--- config.mk ---
export PLATFORM = sky130hd
export DESIGN_NAME = multicycle_control
export DESIGN_NICKNAME = d
export VERILOG_FILES = /design/src/rtl/multicycle_control.sv
export SDC_FILE = /design/constraint.sdc
export NUM_CORES = 1
export LEC_CHECK = 0
export ABC_AREA = 0
export CAP_MARGIN = 20
export CORE_UTILIZATION = 43
export CTS_CLUSTER_DIAMETER = 150
export CTS_CLUSTER_SIZE = 12
export DETAILED_ROUTE_END_ITERATION = 6
export PLACE_DENSITY = 0.78
export SLEW_MARGIN = 5
export SYNTH_ARGS = -nofsm -noshare
export SYNTH_HDL_FRONTEND = slang
export SYNTH_SLANG_ARGS = --single-unit
export TNS_END_PERCENT = 1
--- constraint.sdc ---
create_clock -name clk -period 2.1 [get_ports clk]
set_input_delay 0.42 -clock clk [delete_from_list [all_inputs] [get_ports clk]]
set_output_delay 0.42 -clock clk [all_outputs]
set_load 0.005 [all_outputs]
--- src/rtl/multicycle_control.sv ---
// Moore control FSM for a multicycle MIPS-style datapath with stretchable memory states.
// Optional ADDI support is compiled in when MC_ADDI_EN is defined.
module multicycle_control #(
    parameter int MEM_WAIT_CYCLES = 0
) (
    input  logic       clk,
    input  logic       rst_n,
    input  logic [5:0] op,
    output logic       irwrite,
    output logic       pcwrite,
    output logic       branch,
    output logic       regwrite,
    output logic       memwrite,
    output logic       iord,
    output logic       alusrca,
    output logic       regdst,
    output logic       memtoreg,
    output logic [1:0] alusrcb,
    output logic [1:0] pcsrc,
    output logic [1:0] aluop,
    output logic [3:0] state
);

    typedef enum logic [3:0] {
        FETCH   = 4'd0,
        DECODE  = 4'd1,
        MEMADR  = 4'd2,
        MEMRD   = 4'd3,
        MEMWB   = 4'd4,
        MEMWR   = 4'd5,
        RTYPEEX = 4'd6,
        RTYPEWB = 4'd7,
        BEQEX   = 4'd8,
        ADDIEX  = 4'd9,
        ADDIWB  = 4'd10,
        JEX     = 4'd11
    } state_e;

    typedef struct packed {
        logic       irwrite;
        logic       pcwrite;
        logic       branch;
        logic       regwrite;
        logic       memwrite;
        logic       iord;
        logic       alusrca;
        logic       regdst;
        logic       memtoreg;
        logic [1:0] alusrcb;
        logic [1:0] pcsrc;
        logic [1:0] aluop;
    } ctrl_t;

    localparam logic [5:0] OP_LW    = 6'b100011;
    localparam logic [5:0] OP_SW    = 6'b101011;
    localparam logic [5:0] OP_RTYPE = 6'b000000;
    localparam logic [5:0] OP_BEQ   = 6'b000100;
    localparam logic [5:0] OP_ADDI  = 6'b001000;
    localparam logic [5:0] OP_J     = 6'b000010;
    localparam logic [3:0] WAIT_LAST = 4'(MEM_WAIT_CYCLES);

    state_e     state_q, state_d;
    logic [3:0] cnt_q, cnt_d;
    logic       wait_done_s;
    ctrl_t      ctrl_s;
    ctrl_t      ctrl_out_s;

    assign wait_done_s = (cnt_q == WAIT_LAST);

    // State and wait-counter registers.
    always_ff @(posedge clk or negedge rst_n) begin
        if (!rst_n) begin
            state_q <= FETCH;
            cnt_q   <= 4'd0;
        end else begin
            state_q <= state_d;
            cnt_q   <= cnt_d;
        end
    end

    // Next-state logic; the counter only runs in the held memory states and is zero elsewhere.
    always_comb begin
        state_d = FETCH;
        cnt_d   = 4'd0;
        case (state_q)
            FETCH: begin
                if (wait_done_s) begin
                    state_d = DECODE;
                end else begin
                    state_d = FETCH;
                    cnt_d   = cnt_q + 4'd1;
                end
            end
            DECODE: begin
                case (op)
                    OP_LW, OP_SW: state_d = MEMADR;
                    OP_RTYPE:     state_d = RTYPEEX;
                    OP_BEQ:       state_d = BEQEX;
                    OP_J:         state_d = JEX;
`ifdef MC_ADDI_EN
                    OP_ADDI:      state_d = ADDIEX;
`endif
                    default:      state_d = FETCH;
                endcase
            end
            MEMADR: begin
                if (op == OP_SW) begin
                    state_d = MEMWR;
                end else begin
                    state_d = MEMRD;
                end
            end
            MEMRD: begin
                if (wait_done_s) begin
                    state_d = MEMWB;
                end else begin
                    state_d = MEMRD;
                    cnt_d   = cnt_q + 4'd1;
                end
            end
            MEMWR: begin
                if (wait_done_s) begin
                    state_d = FETCH;
                end else begin
                    state_d = MEMWR;
                    cnt_d   = cnt_q + 4'd1;
                end
            end
            RTYPEEX: state_d = RTYPEWB;
`ifdef MC_ADDI_EN
            ADDIEX:  state_d = ADDIWB;
            ADDIWB:  state_d = FETCH;
`endif
            MEMWB, RTYPEWB, BEQEX, JEX: state_d = FETCH;
            default: state_d = FETCH;
        endcase
    end

    // Per-state control decode; FETCH strobes fire only on the last cycle of the hold.
    always_comb begin
        ctrl_s = '0;
        case (state_q)
            FETCH: begin
                ctrl_s.alusrcb = 2'b01;
                ctrl_s.irwrite = wait_done_s;
                ctrl_s.pcwrite = wait_done_s;
            end
            DECODE:  ctrl_s.alusrcb = 2'b11;
            MEMADR: begin
                ctrl_s.alusrca = 1'b1;
                ctrl_s.alusrcb = 2'b10;
            end
            MEMRD:   ctrl_s.iord = 1'b1;
            MEMWB: begin
                ctrl_s.memtoreg = 1'b1;
                ctrl_s.regwrite = 1'b1;
            end
            MEMWR: begin
                ctrl_s.iord     = 1'b1;
                ctrl_s.memwrite = 1'b1;
            end
            RTYPEEX: begin
                ctrl_s.alusrca = 1'b1;
                ctrl_s.aluop   = 2'b10;
            end
            RTYPEWB: begin
                ctrl_s.regdst   = 1'b1;
                ctrl_s.regwrite = 1'b1;
            end
            BEQEX: begin
                ctrl_s.alusrca = 1'b1;
                ctrl_s.aluop   = 2'b01;
                ctrl_s.pcsrc   = 2'b01;
                ctrl_s.branch  = 1'b1;
            end
`ifdef MC_ADDI_EN
            ADDIEX: begin
                ctrl_s.alusrca = 1'b1;
                ctrl_s.alusrcb = 2'b10;
            end
            ADDIWB:  ctrl_s.regwrite = 1'b1;
`endif
            JEX: begin
                ctrl_s.pcsrc   = 2'b10;
                ctrl_s.pcwrite = 1'b1;
            end
            default: ctrl_s = '0;
        endcase
    end

    // The reset state is FETCH, whose strobes must stay quiet while rst_n is held low.
    assign ctrl_out_s = rst_n ? ctrl_s : '0;

    assign irwrite  = ctrl_out_s.irwrite;
    assign pcwrite  = ctrl_out_s.pcwrite;
    assign branch   = ctrl_out_s.branch;
    assign regwrite = ctrl_out_s.regwrite;
    assign memwrite = ctrl_out_s.memwrite;
    assign iord     = ctrl_out_s.iord;
    assign alusrca  = ctrl_out_s.alusrca;
    assign regdst   = ctrl_out_s.regdst;
    assign memtoreg = ctrl_out_s.memtoreg;
    assign alusrcb  = ctrl_out_s.alusrcb;
    assign pcsrc    = ctrl_out_s.pcsrc;
    assign aluop    = ctrl_out_s.aluop;
    assign state    = state_q;

endmodule

### Word-level counts from Yosys, hierarchy flattened

Index checks and enable logic that the tools add are counted.

* add/sub/neg operators: 1
* mux-type cells: 21
* reduce and logical (&&, ||, !) cells: 8
* equality and inequality tests: 13

Operators by type and width (count)
* $pmux 4 s6: 1
* $eq 4x3->1 const B: 4
* $pmux 4 s4: 1
* $mux 15: 1
* $eq 6x6->1 const B: 2
* $mux 1: 9
* $mux 3: 3
* $eq 4x2->1 const B: 2
* $eq 4x4->1 const B: 2
* $logic_not 4->1: 2
* $mux 4: 2
* $pmux 2 s2: 2
* $eq 6x2->1 const B: 1
* $eq 6x3->1 const B: 1
* $logic_not 6->1: 1
* $pmux 2 s3: 1
* $reduce_or 2->1: 3
* $reduce_or 3->1: 2
* $add 4x1->4 const B: 1
* $eq 4x1->1 const B: 1
* $pmux 1 s2: 1

* input bits: 8
* logic and storage cells: 45
* output and inout port bits: 19
* register bits: 8

### Depth between registers and ports, before layout

Gate-level depths: netlist of the first run.

* depth in word-level cells: 4
* depth in mapped cells: 5
* depth with buffers taken out: 5

### Least setup slack after synthesis of the first run

OpenSTA, ideal clock, no wires.

* path kind: reg-to-output
* start: reg cnt_q[0]
* end: out pcwrite
* data required time: 1.680 ns
* setup slack: 0.337 ns
* stages on the path, launching flop included: 6
* arrival time: 1.343 ns
* path buffers: 0
* cells stage by stage: dfrtp_1 inv_1 ha_1 or3b_4 nor4_4 or2_1

* longest elaborated chain between the ends: 3

RTL lines
* start: declaration: line 63 `logic [3:0] cnt_q, cnt_d;`
* start signal: assignment: line 77 `cnt_q <= cnt_d;`
* $logic_not 4->1: line 68 `assign wait_done_s = (cnt_q == WAIT_LAST);`
* $pmux 1 s2: line 142 `case (state_q)`
* $mux 15: line 192 `assign ctrl_out_s = rst_n ? ctrl_s : '0;`
* end: declaration: line 10 `output logic pcwrite,`

No other way between the ends.

### Final worst setup path of the first run

* start: reg state_q[2], in the netlist state[2]
* end: out alusrca

* longest elaborated chain between the ends: 4
* elaborated cells between the ends (all ways): 6
* those cells by class: eq/ne: 3; mux: 2; reduce/logical: 1

RTL lines
* start: declaration: line 62 `state_e state_q, state_d;`
* start signal: assignment: line 76 `state_q <= state_d;`
* $eq 4x2->1 (tied with other cells): line 142
* $reduce_or 3->1 (no line) (*)
* $mux 1 (*): line 142
* $mux 15 (*): line 192
* end: declaration: line 15 `output logic alusrca,`

Mark *: on every way between the ends. The rest lies on a longest branch, timed or not.

==> results of run 1 <==
## cell families after synthesis
logic type,after synthesis,share of synthesized area
compound gates,10,0.08900
xor+xnor,4,0.04887
fa+ha+maj,2,0.03490
buf+inv,10,0.08376
flops,8,0.2792
mux,1,0.01396
simple gates,47,0.4503
## metrics by stage
stage	setup WS, ns	cells	setup TNS, ns	hold slack (ns)
3_5_place_dp	-0.4537	130	-4.431	0.5512
5_1_grt	-0.1906	139	-0.7816	0.3247
4_1_cts	-0.1197	135	-0.3797	0.2427
3_3_place_gp	-0.4439	130	-4.391	0.5227
2_1_floorplan	0.3373	82	0	0.1244
6_report	-0.1441	139	-0.3194	0.3050
## what timing repair did
action | in CTS | in global routing
cloned | 0 | 0
setup endpoints to repair | 15 | 9
gates resized for setup | 15 | 8
buffers inserted | 2 | 4
pin swaps | 2 | 4
## power by group through the flow
stage,registers [mW],clock network (mW),logic [mW]
3_5_place_dp,0.219,0,0.331
6_report,0.221,0.124,0.331
3_3_place_gp,0.218,0,0.320
2_1_floorplan,0.188,0,0.228
4_1_cts,0.219,0.119,0.323
5_1_grt,0.225,0.129,0.360
## worst paths after layout
kind | to | slack [ns]
min in group clk | cnt_q[0] | 0.66
hold reg to reg | cnt_q[0] | 0.66
setup / recovery | alusrca | -0.14
max in group asynchronous | state[1] | 1.61
hold / removal | state[3] | 0.30
setup reg to reg | state[1] | 0.47
## metal layers
metal,up-vias,wire length (um),global-route usage
met2,33,1112,0.3909
met3,4,93,0.03404
li1,387,-,-
met1,390,847,0.3210
met4,0,31,0.1063
met5,-,0,0
## synth_stat cells, drive strengths merged
cell | instances | area [um2]
a31oi | 1 | 6.260
o311ai | 1 | 8.760
nand3b | 3 | 22.52
nor2b | 1 | 6.260
dfrtp | 8 | 200.2
o211ai | 2 | 15.01
nand2 | 2 | 7.510
nor3 | 9 | 45.04
xnor2 | 2 | 17.52
and3b | 1 | 8.760
nand3 | 3 | 15.01
a21oi | 5 | 25.02
mux2i | 1 | 10.01
nor2 | 6 | 22.52
nor4bb | 2 | 20.02
buf | 6 | 45.04
o221ai | 1 | 8.760
ha | 2 | 25.02
nor4b | 1 | 15.01
and3 | 1 | 6.260
nor3b | 5 | 42.54
or2 | 2 | 12.52
nand4 | 1 | 6.260
or3b | 3 | 28.78
nor4 | 3 | 33.78
inv | 4 | 15.01
xor2 | 2 | 17.52
nand2b | 2 | 12.51
and4 | 2 | 17.52
## worst register-to-register path: cells and delay by family, from the launching register on
kind / cells / cell delay [ns]
AO/OA/AOI/OAI: 1 / 0.13
buffers and inverters: 3 / 0.43
AND/OR/NAND/NOR: 2 / 0.61
flip-flops: 1 / 0.39
## area by class of cell
class | count | area (um2) | area share
Multi-Input combinational cell | 64 | 474.2 | 0.4169
Clock buffer | 3 | 22.52 | 0.01980
Timing Repair Buffer | 44 | 402.9 | 0.3542
Inverter | 4 | 15.01 | 0.01320
Sequential cell | 8 | 202.7 | 0.1782
Tap cell | 16 | 20.02 | 0.01760
## placed cells by master, fill, tap and decap left out, types with 3 or more instances in the layout
cell type	netlist	routed
nand3_1	3	3
a21oi_1	5	5
dlymetal6s2s_1	0	3
dlygate4sd2_1	0	9
dfrtp_1	8	6
inv_1	4	4
nor2_1	6	4
buf_4	1	15
nor3_1	9	8
nand3b_1	3	3
clkdlybuf4s50_1	0	14
clkbuf_4	0	3
buf_6	2	3
nor3b_1	4	4
## flip-flops by register name, indices dropped and copies added (netlist names)
signal  flops
cnt_q       4
state       4
==> results.md, run 1 <==
- The first-pass iteration count of the detailed router is 4.
- The post-synthesis average cell area is between 8 and 9 um2.
- TritonCTS built the clock tree.
- The number of global-route vias before repair is 733.
- In this run the standard cell core region covers 0.001524 mm2.
- The first global-routing pass estimated roughly 3400 um of wire.
- The net load switching power is 0.2554 mW.
- In the finished design, the share of the clock period the worst path needs comes to 1.069.
- The worst setup path is captured at an output pin.
- Across the run, the number of max-cap violations was 0.
- The part of the power in the clock network is 0.183.
- The final core utilization is 0.7463.
- The post-route antenna net violation count is 0.
- Clock-pin slew was measured on the worst setup and hold paths at 0.06 ns.
- The launch point of the worst path is state[2].
- STA puts the critical path data arrival time at 1.82 ns.
- The area of the mapped netlist is slightly above 700 um2.
- The type of origin of the critical path is a flop.
- The part of the total power dissipated in combinational logic is 0.490.
- The worst pin sits at a relative slew slack of 0.7115.
- The detailed router finished its first iteration with 15 violations.
- The slew at the pin with the worst max-slew slack is 0.4295 ns.
- The routed wire length is 2085 um.
- The area growth from synthesis to layout is 58.64%.
- The largest individual stage delay along the critical path comes from the cell clkdlybuf4s50_1.
- The finished cells cover between 0.001 and 0.0015 mm2.
- The placer's final routability congestion estimate is 0.7647.
- The share of total power dissipated in sequential elements is 0.327.
- The cell-internal power is 0.4209 mW.
- The most numerous cell type found on the critical path is nor3b_1.
- After filler insertion, the fill cell instance count of the layout stands at 111.
- The class of the tightest hold or removal check is in -> async.
- The floorplan has 14 rows.
- For this design, the sink count on the clock tree is 8.
- After layout, the design draws a total of 0.6763 mW.
- The critical path runs through a total of 5 cells.
- The die is 42.83 um tall.
- Traced cell by cell, the critical path runs through buf_6, nor3b_1, a21oi_1, nor3b_1, clkdlybuf4s50_1.
- After synthesis the netlist holds a flip-flop and latch count of 8.
- The flow ran to the end, but the final reports show violations.
- Among cell families on the critical path, the largest total delay comes from buffers and inverters.
- At the worst endpoint, the required time is 1.68 ns.
- The total count of hold-check failures in the final report is 0.
- The largest fanout on the critical path is 14.
- The leftover overflow at the end of global routing is 0.
- The total number of H-tree levels is 1.
- The number of nets handed over by synthesis was 92.
- The port buffer count is 26.
- The instance count of the mapped netlist is 82.
- The final reports fail on negative setup slack.
- The final setup violation count is 6.
- Of the total power, the share spent switching nets is 0.3776.
- Across all setup checks in the final design, the least slack found is -0.1441 ns.
- The final count of pins violating max slew is 0.
- The number of antenna violations at the first check in global routing came to 0.
- The via density per instance is roughly 6.
- After legalization and detailed placement, the total HPWL measured 1482 um.
- For this run, the register share of the synthesized area comes to 0.2792.
- Entering global routing, the biggest net connects 16 pins.
- The routed design could run at a clock period as short as approximately 2.2 ns.
- The static power due to leakage is roughly 0.56 nW.
- In this run, distinct cell masters in the synthesized netlist total 36.
- The total I/O pin count is 27.
- The area of the die is 0.001834 mm2.
- The ratio of total power to cell area is between 500 and 600 mW/mm2.
- From left edge to right edge, the die measures 42.83 um.
- Summing over every cut layer, the via total after detailed routing is around 810.
- The share of layout cells above drive strength 1 is 0.2764.
- Setup repair after global routing could not meet its margin everywhere.
- The worst flop-to-flop path startpoint is state[3].
- By startpoint and endpoint, the worst setup path is classified as reg -> out.
- The DRC violations left is 0.
- For this configuration, the core starts out at a cell density of 0.4704.
- The number of nets in the layout is 135.
- For this run, the total global-route usage over all layers was measured as 0.2429.
- The average wire length per cell after detail routing is 15.00 um.
- The number of hold buffers added after CTS is 0.
- The maximum ir drop on the vdd rail is 383.7 uV.
- The count of synthesis-stage warnings from yosys is 0.
- The cell at the root of the clock tree is clkbuf_4.
- 0 antenna diodes ended up in the layout.
- For the worst-skew pair, the clock arrives at the later sink with an insertion delay of ~0.26 ns.
- Once placement finished, the instance area stood at 0.001042 mm2.
- Counting the buffers created by CTS gives 3.
- For the worst flop-to-flop path, the logic depth is 6.
- The buffer levels on the longest clock path is 2.
- The highest cell delay on the worst timing path is 0.53 ns.
- The count of buffering cells on the critical path with inverters included is 2.
- The maximum operating frequency is 445.6 MHz.
- The clock arrives with 0.002612 ns of skew.
No activity file was read; power rests on OpenSTA's default activity.
==> inputs of run 2 (changes only) <==
==> constraint.sdc (replaced) <==
create_clock -name clk -period 2.5 [get_ports clk]
set_input_delay 0.5 -clock clk [delete_from_list [all_inputs] [get_ports clk]]
set_output_delay 0.5 -clock clk [all_outputs]
set_load 0.005 [all_outputs]
==> run 2 against run 1 <==
Via count decreased by 9.3%. Clock skew decreased by 0.0018 ns. Cell area decreased by 9.0%. Utilization decreased by 6.7 points. Power decreased by 17%. Combinational power decreased by 18%. Sequential share of layout area increased by 1.5 points. The run now ends clean. Final cell count decreased by 7.2%. Register-to-register slack improved by 0.44 ns. First-iteration DRC count decreased by 60%. Highest routed layer unchanged. Setup slack improved by 0.29 ns.
==> results.md, run 2 (synthesis results as in run 1) <==
- The pin count of the biggest net entering global routing is 16 (unchanged).
- The library cell used most frequently in the layout, excluding fill and tap cells, is clkdlybuf4s50_1.
- The number of nets in the layout is 125 (-7.4%).
- The ratio of total power to cell area is 539.8 mW/mm2 (-9.2%).
- The number of DRC violations after detailed-routing iteration 0 is 6 (-9).
- The static power due to leakage is 0.4319 nW (-22%).
- The port buffer count came to 26 (unchanged).
- The DRC violations left is 0 (unchanged).
- The overall die width was 42.83 um (unchanged).
- The number of clock sinks is 8 (unchanged).
- The library cells used most frequently in the layout, excluding fill and tap cells, are 21 x clkdlybuf4s50_1, 9 x nor3_1, 8 x dfrtp_1, 7 x buf_4, 6 x nor2_1.
- The type of origin of the critical path is a primary input.
- The finished layout cell area is 0.001035 mm2 (-9.0%).
- The number of violations of the max-capacitance limit came to 0 (unchanged).
- The number of antenna diodes was 0 (unchanged).
- The worst slew margin relative to its limit was 0.7115 (about the same).
- The worst hold margin came to 0.3142 ns (+0.009252 ns).
- The total number of H-tree levels came to 1 (unchanged).
- The run finished with clean final reports.
- The final setup violation count is 0 (-6).
- The number of hold buffers added after CTS is 0 (unchanged).
- The leftover overflow at the end of global routing is 0 (unchanged).
- Static timing analysis puts the maximum clock frequency at 424.3 MHz.
- The final count of pins violating max slew was 0 (unchanged).
- The clock-pin slew on the worst setup and hold paths is 0.05 ns (about the same).
- The slew at the pin with the worst max-slew slack is 0.4328 ns (+0.003314 ns).
- The first-pass iteration count of the detailed router is 4 (unchanged).
- The data required time of the critical path is 2.00 ns (+0.32 ns).
- The sequential cell area came to 200.2 um2 (-1.2%).
- The largest fanout on the critical path is 12 (-2).
- From synthesis to final layout, the design area changed by 44.33%.
- The critical path capture point type is an output pin.
- The endpoint arrival time on the critical path is 1.86 ns (+0.04 ns).
- The detailed placer's ending HPWL is 1397 um (-5.8%).
- The area of the die came to 0.001834 mm2 (unchanged).
- The final setup TNS is 0 ns (+0.3194 ns).
- The maximum ir drop on the vdd rail is 312.3 uV (-19%).
- The setup clock skew after layout was 0.0007922 ns (-0.001820 ns).
- The y dimension of the die is 42.83 um (unchanged).
- The total count of hold-check failures in the final report is 0 (unchanged).
- The buffer levels on the longest clock path is 2 (unchanged).
- The starting utilization of the core area came to 0.4704 (unchanged).
- The time the worst path needs with I/O delays and setup is 2.357 ns.
- TritonCTS built the clock tree.
- The count of fill cells added during filler insertion is 124 (+12%).
- Setup repair after global routing left no endpoint under its margin.
- The standard-cell row count was 14 (unchanged).
- The number of global-route vias before repair is 696 (-5.0%).
- The total I/O pin count is 27 (unchanged).
- In this run the worst hold path is classified as in -> async.
- The cell sitting at the root of the clock tree is a clkbuf_4.
- The number of clock buffers inserted by TritonCTS is 3 (unchanged).
- The overall power came to 0.5586 mW (-17%).
- The area inside the core boundary is 0.001524 mm2 (unchanged).
- The share of layout cells above drive strength 1 is 0.1593 (-0.1171).
- The multi-input combinational cell area is 459.2 um2 (-3.2%).
- The share of the cycle needed by the critical path after routing is 0.9427.
- The average wire length per cell after detail routing was 14.50 um (-3.4%).
- The via density per instance is 5.721 (-2.3%).
- The classification of the worst setup path is in -> out.
- The post-route antenna net violation count is 0 (unchanged).
- The number of antenna violations at the first check in global routing was 0 (unchanged).
- The first-pass GRT wire length is 3118 um (-7.2%).
- The total via count after detailed routing came to 738 (-9.3%).
- The cell area reported after detailed placement is 0.001005 mm2 (-3.6%).
- The overall fraction of global-route tracks in use is 0.2339 (-0.009041).
- The insertion delay to the later sink of the worst-skew pair is 0.27 ns (about the same).
- The placer's final routability congestion estimate is 0.7750 (+1.3%).
- The routed wire length came to 1870 um (-10%).
[run 2: critical path, cell delays in order]
cell and delay, ns:
dlygate4sd2_1 0.25, buf_6 0.17, nand3b_1 0.12, nor3_1 0.18, or2_2 0.14, clkdlybuf4s50_1 0.49
[run 2: area by class of cell]
cell class | instances | area share
clock buffer | 3 | 0.02177
inverter | 4 | 0.01451
multi-input combinational | 64 | 0.4438
sequential | 8 | 0.1935
tap | 16 | 0.01935
timing repair buffer | 34 | 0.3071
[run 2: metal layers]
metal  vias up  track usage  routed length, um
li1        363            -                  -
met1       351       0.2857                853
met2        17       0.3636                902
met3         7      0.06809                 62
met4         0       0.1313                 52
met5         -            0                  0
[run 2: where the power goes]
part,switching [mW],internal (mW)
combinational,0.121,0.150
sequential,0.0411,0.142
clock,0.0499,0.0553
total,0.212,0.347
[run 2: per-stage QoR]
stage	instances	worst slack [ns]	util
2_1_floorplan	82	0.6573	-
3_3_place_gp	125	-0.2083	0.6593
3_5_place_dp	125	-0.2423	0.6593
4_1_cts	129	0.1315	0.6790
5_1_grt	129	0.01509	0.6790
6_report	129	0.1433	0.6790
[run 2: timing repair]
action | in CTS | in global routing
endpoints found under the setup margin | 12 | 0
buffers inserted | 1 | 0
resized for setup | 7 | 0
[run 2: final timing paths]
kind	to	startpoint	cells after the start	slack [ns]
min reg2reg	cnt_q[0]	cnt_q[0]	1	0.49
min	state[0]	rst_n	2	0.31
max	regwrite	rst_n	6	0.14
max reg2reg	state[1]	state[0]	4	0.91
min in group clk	cnt_q[0]	cnt_q[0]	1	0.49
max in group asynchronous	state[2]	rst_n	2	2.06
==> inputs of run 3 (changes only) <==
--- a/config.mk
+++ b/config.mk
@@ -6,12 +6,14 @@
 export NUM_CORES = 1
 export LEC_CHECK = 0
 export ABC_AREA = 0
+export ABC_CLOCK_PERIOD_IN_PS = 2100
 export CAP_MARGIN = 20
-export CORE_UTILIZATION = 43
+export CORE_UTILIZATION = 39
 export CTS_CLUSTER_DIAMETER = 150
 export CTS_CLUSTER_SIZE = 12
 export DETAILED_ROUTE_END_ITERATION = 6
-export PLACE_DENSITY = 0.78
+export HOLD_SLACK_MARGIN = 0.06
+export PLACE_DENSITY = 0.75
 export SLEW_MARGIN = 5
 export SYNTH_ARGS = -nofsm -noshare
 export SYNTH_HDL_FRONTEND = slang
==> constraint.sdc (replaced) <==
create_clock -name clk -period 2.1 [get_ports clk]
set_input_delay 0.42 -clock clk [delete_from_list [all_inputs] [get_ports clk]]
set_output_delay 0.42 -clock clk [all_outputs]
set_load 0.005 [all_outputs]
==> run 3 against run 2 <==
The flow now finishes with violations (negative setup slack). First-iteration DRC count fell by 17%. Global-route usage decreased by 3.6 points. Die area rose by 9.8%. Hold slack got worse by 0.10 ns. Largest power group unchanged. Utilization is 0.072 points lower. Non-clock buffer count grew 11. Clock power grew 14%.
==> results.md, run 3 (synthesis results as in run 1) <==
- The buffer levels on the longest clock path was 2 (unchanged).
- The cell at the root of the clock tree is clkbuf_4.
- The DRC violations left is 0 (unchanged).
- The number of DRC violations after detailed-routing iteration 0 is 5 (-1).
- Setup repair after global routing could not meet its margin everywhere.
- The share of total power consumed by net switching is 0.3752 (-0.003986).
- The total count of hold-check failures in the final report is 0 (unchanged).
- The time the worst path needs with I/O delays and setup is roughly 2.2 ns.
- The first-pass GRT wire length is 2884 um (-7.5%).
- The part of the total power dissipated in combinational logic is 0.485 (about the same).
- The class of the tightest hold or removal check is in -> async.
- The worst setup path is captured at an output pin.
- The checks that failed: negative setup slack.
- The starting utilization of the core area is 0.4152 (-0.05523).
- The count of fill cells added during filler insertion is 140 (+13%).
- The launch point of the worst path is cnt_q[0].
- The type of origin of the critical path is a flop.
- The worst register-to-register path ends at state[0].
- The number of violations of the max-capacitance limit came to 0 (unchanged).
- The number of nets in the layout is 136 (+8.8%).
- The total via count after detailed routing is 784 (+6.2%).
- The net load switching power is 0.2521 mW (+19%).
- The overall die width is 44.88 um (+4.8%).
- The number of clock buffers inserted by TritonCTS came to 3 (unchanged).
- The static power due to leakage was 0.5866 nW (+36%).
- By startpoint and endpoint, the worst setup path is classified as reg -> out.
- The port buffer count is 26 (unchanged).
- The first-pass iteration count of the detailed router is 6 (+2).
- The area inside the core boundary is 0.001727 mm2 (+13%).
- The startpoint identified for the worst register-to-register timing path is cnt_q[0].
- The endpoint arrival time on the critical path is 1.75 ns (-0.11 ns).
- The part of the power in the clock network is 0.178 (-0.010).
- The share of the cycle needed by the critical path after routing is 1.034.
- The pin count of the biggest net entering global routing was 16 (unchanged).
- The cell-internal power came to 0.4197 mW (+21%).
- The standard-cell row count came to 15 (+1).
- The total I/O pin count is 27 (unchanged).
- The setup clock skew after layout is 0.001287 ns (+0.0004944 ns).
- The total number of H-tree levels is 1 (unchanged).
- The share of power burned in registers came to 0.336 (+0.009).
- The maximum operating frequency is 460.3 MHz.
- The area growth from synthesis to layout is 63.35%.
- The leading cell type in the layout, fill and taps excluded is buf_4.
- The detailed placer's ending HPWL is 1330 um (-4.8%).
- The top cell types in the final layout, fill and taps aside, are 16 x buf_4, 12 x clkdlybuf4s50_1, 9 x dlygate4sd2_1, 6 x dfrtp_1.
- The leftover overflow at the end of global routing came to 0 (unchanged).
- The post-route antenna net violation count was 0 (unchanged).
- The insertion delay to the later sink of the worst-skew pair came to 0.26 ns (about the same).
- The clock-pin slew on the worst setup and hold paths is 0.05 ns (about the same).
- The final setup violation count is 3 (+3).
- The post-layout worst setup margin is -0.07238 ns (-0.2157 ns).
- The placer's final routability congestion estimate is 0.7504 (-3.2%).
- The number of clock sinks was 8 (unchanged).
- The y dimension of the die is 44.88 um (+4.8%).
- The cell area reported after detailed placement came to 0.001046 mm2 (+4.1%).
- The largest fanout on the critical path is 2 (-10).
- The ratio of total power to cell area is 573.7 mW/mm2 (+6.3%).
- The number of antenna diodes is 0 (unchanged).
- The final count of pins violating max slew was 0 (unchanged).
- The cell depth of the worst flop-to-flop path was 7 (+3).
- The area of the die came to 0.002014 mm2 (+9.8%).
- The finished layout cell area is 0.001171 mm2 (+13%).
- The overall fraction of global-route tracks in use came to 0.1982 (-0.03574).
- The maximum ir drop on the vdd rail is 291.7 uV (-6.6%).
- The data required time of the critical path is 1.68 ns (-0.32 ns).
- The flow ran to the end, but the final reports show violations.
- The TritonCTS clock tree is built.
- The final setup TNS is -0.08153 ns (-0.08153 ns).
- The average wire length per cell after detail routing is 12.91 um (-11%).
- The slew at the pin with the worst max-slew slack came to 0.3841 ns (-0.04876 ns).
- The via density per instance was 5.262 (-8.0%).
- The share of layout cells above drive strength 1 is 0.2984 (+0.1391).
- The number of antenna violations at the first check in global routing is 0 (unchanged).
- The setup slack of the most critical reg-to-reg path was 0.49 ns (-0.42 ns).
- The routed wire length is 1924 um (+2.9%).
- The worst slew margin relative to its limit is 0.7420 (+0.03054).
- The number of global-route vias before repair is 691 (-0.72%).
- The endpoint of the most critical setup path is pcwrite.
==> run 3: changes by cell type in the layout (fill, tap and decap cells not counted), sizes merged <==
cell	previous run	this run
dlymetal6s2s	0	4
clkdlybuf4s15	0	1
buf	8	19
clkdlybuf4s50	21	12
dlygate4sd2	5	9
==> run 3: stage by stage <==
step	setup WS (ns)	hold slack, ns	util	instances	total power, mW
4_1_cts	-0.1095	0.2031	0.6442	145	0.6616
2_1_floorplan	0.3373	0.1244	-	82	0.4155
6_report	-0.07238	0.2141	0.6783	149	0.6718
3_3_place_gp	-0.4118	0.5229	0.6058	138	0.5335
5_1_grt	-0.1467	0.2093	0.6783	149	0.7200
3_5_place_dp	-0.4304	0.5425	0.6058	138	0.5407
==> run 3: area by class of cell <==
type                       count  area (um2)  share of cell area
sequential                     8       202.7              0.1731
multi-input combinational     64       486.7              0.4156
inverter                       4       15.01             0.01282
timing repair buffer          45       412.9              0.3526
clock buffer                   3       22.52             0.01923
tap                           25       31.28             0.02671
==> run 3: repair_timing <==
action	4_1_cts	5_1_grt
resized for setup	19	9
buffers inserted	4	4
pin swaps	6	3
hold buffers	0	0
endpoints found under the setup margin	15	8
==> run 3: worst min path at each step <==
stage | endpoint | slack, ns | cells past startpoint
after global routing | cnt_q[0] | 0.21 | 2
after global placement | cnt_q[0] | 0.52 | 2
final | state[3] | 0.21 | 2
after detailed placement | cnt_q[0] | 0.54 | 2
after floorplan | cnt_q[0] | 0.12 | 0
after CTS | cnt_q[3] | 0.20 | 2
==> run 3: power by group through the flow <==
stage          logic, mW  clock network [mW]  registers [mW]
4_1_cts            0.316               0.125           0.220
5_1_grt            0.356               0.132           0.231
6_report           0.326               0.120           0.226
3_3_place_gp       0.314                   0           0.219
2_1_floorplan      0.228                   0           0.188
3_5_place_dp       0.323                   0           0.218
==> run 3: critical path, stage by stage, from the launching register on <==
cell and delay (ns):
dfrtp_1 0.37, inv_1 0.06, ha_2 0.18, or3b_4 0.40
nor4_4 0.15, or2_1 0.14, clkdlybuf4s15_1 0.19
==> run 3: layer usage <==
layer  GRT usage  vias to the layer above  part of all wire
met5           0                        -                 0
met2      0.3441                       29              0.52
met3     0.02800                        2             0.049
met1      0.2394                      368              0.42
met4     0.09697                        0             0.010
li1            -                      385                 -
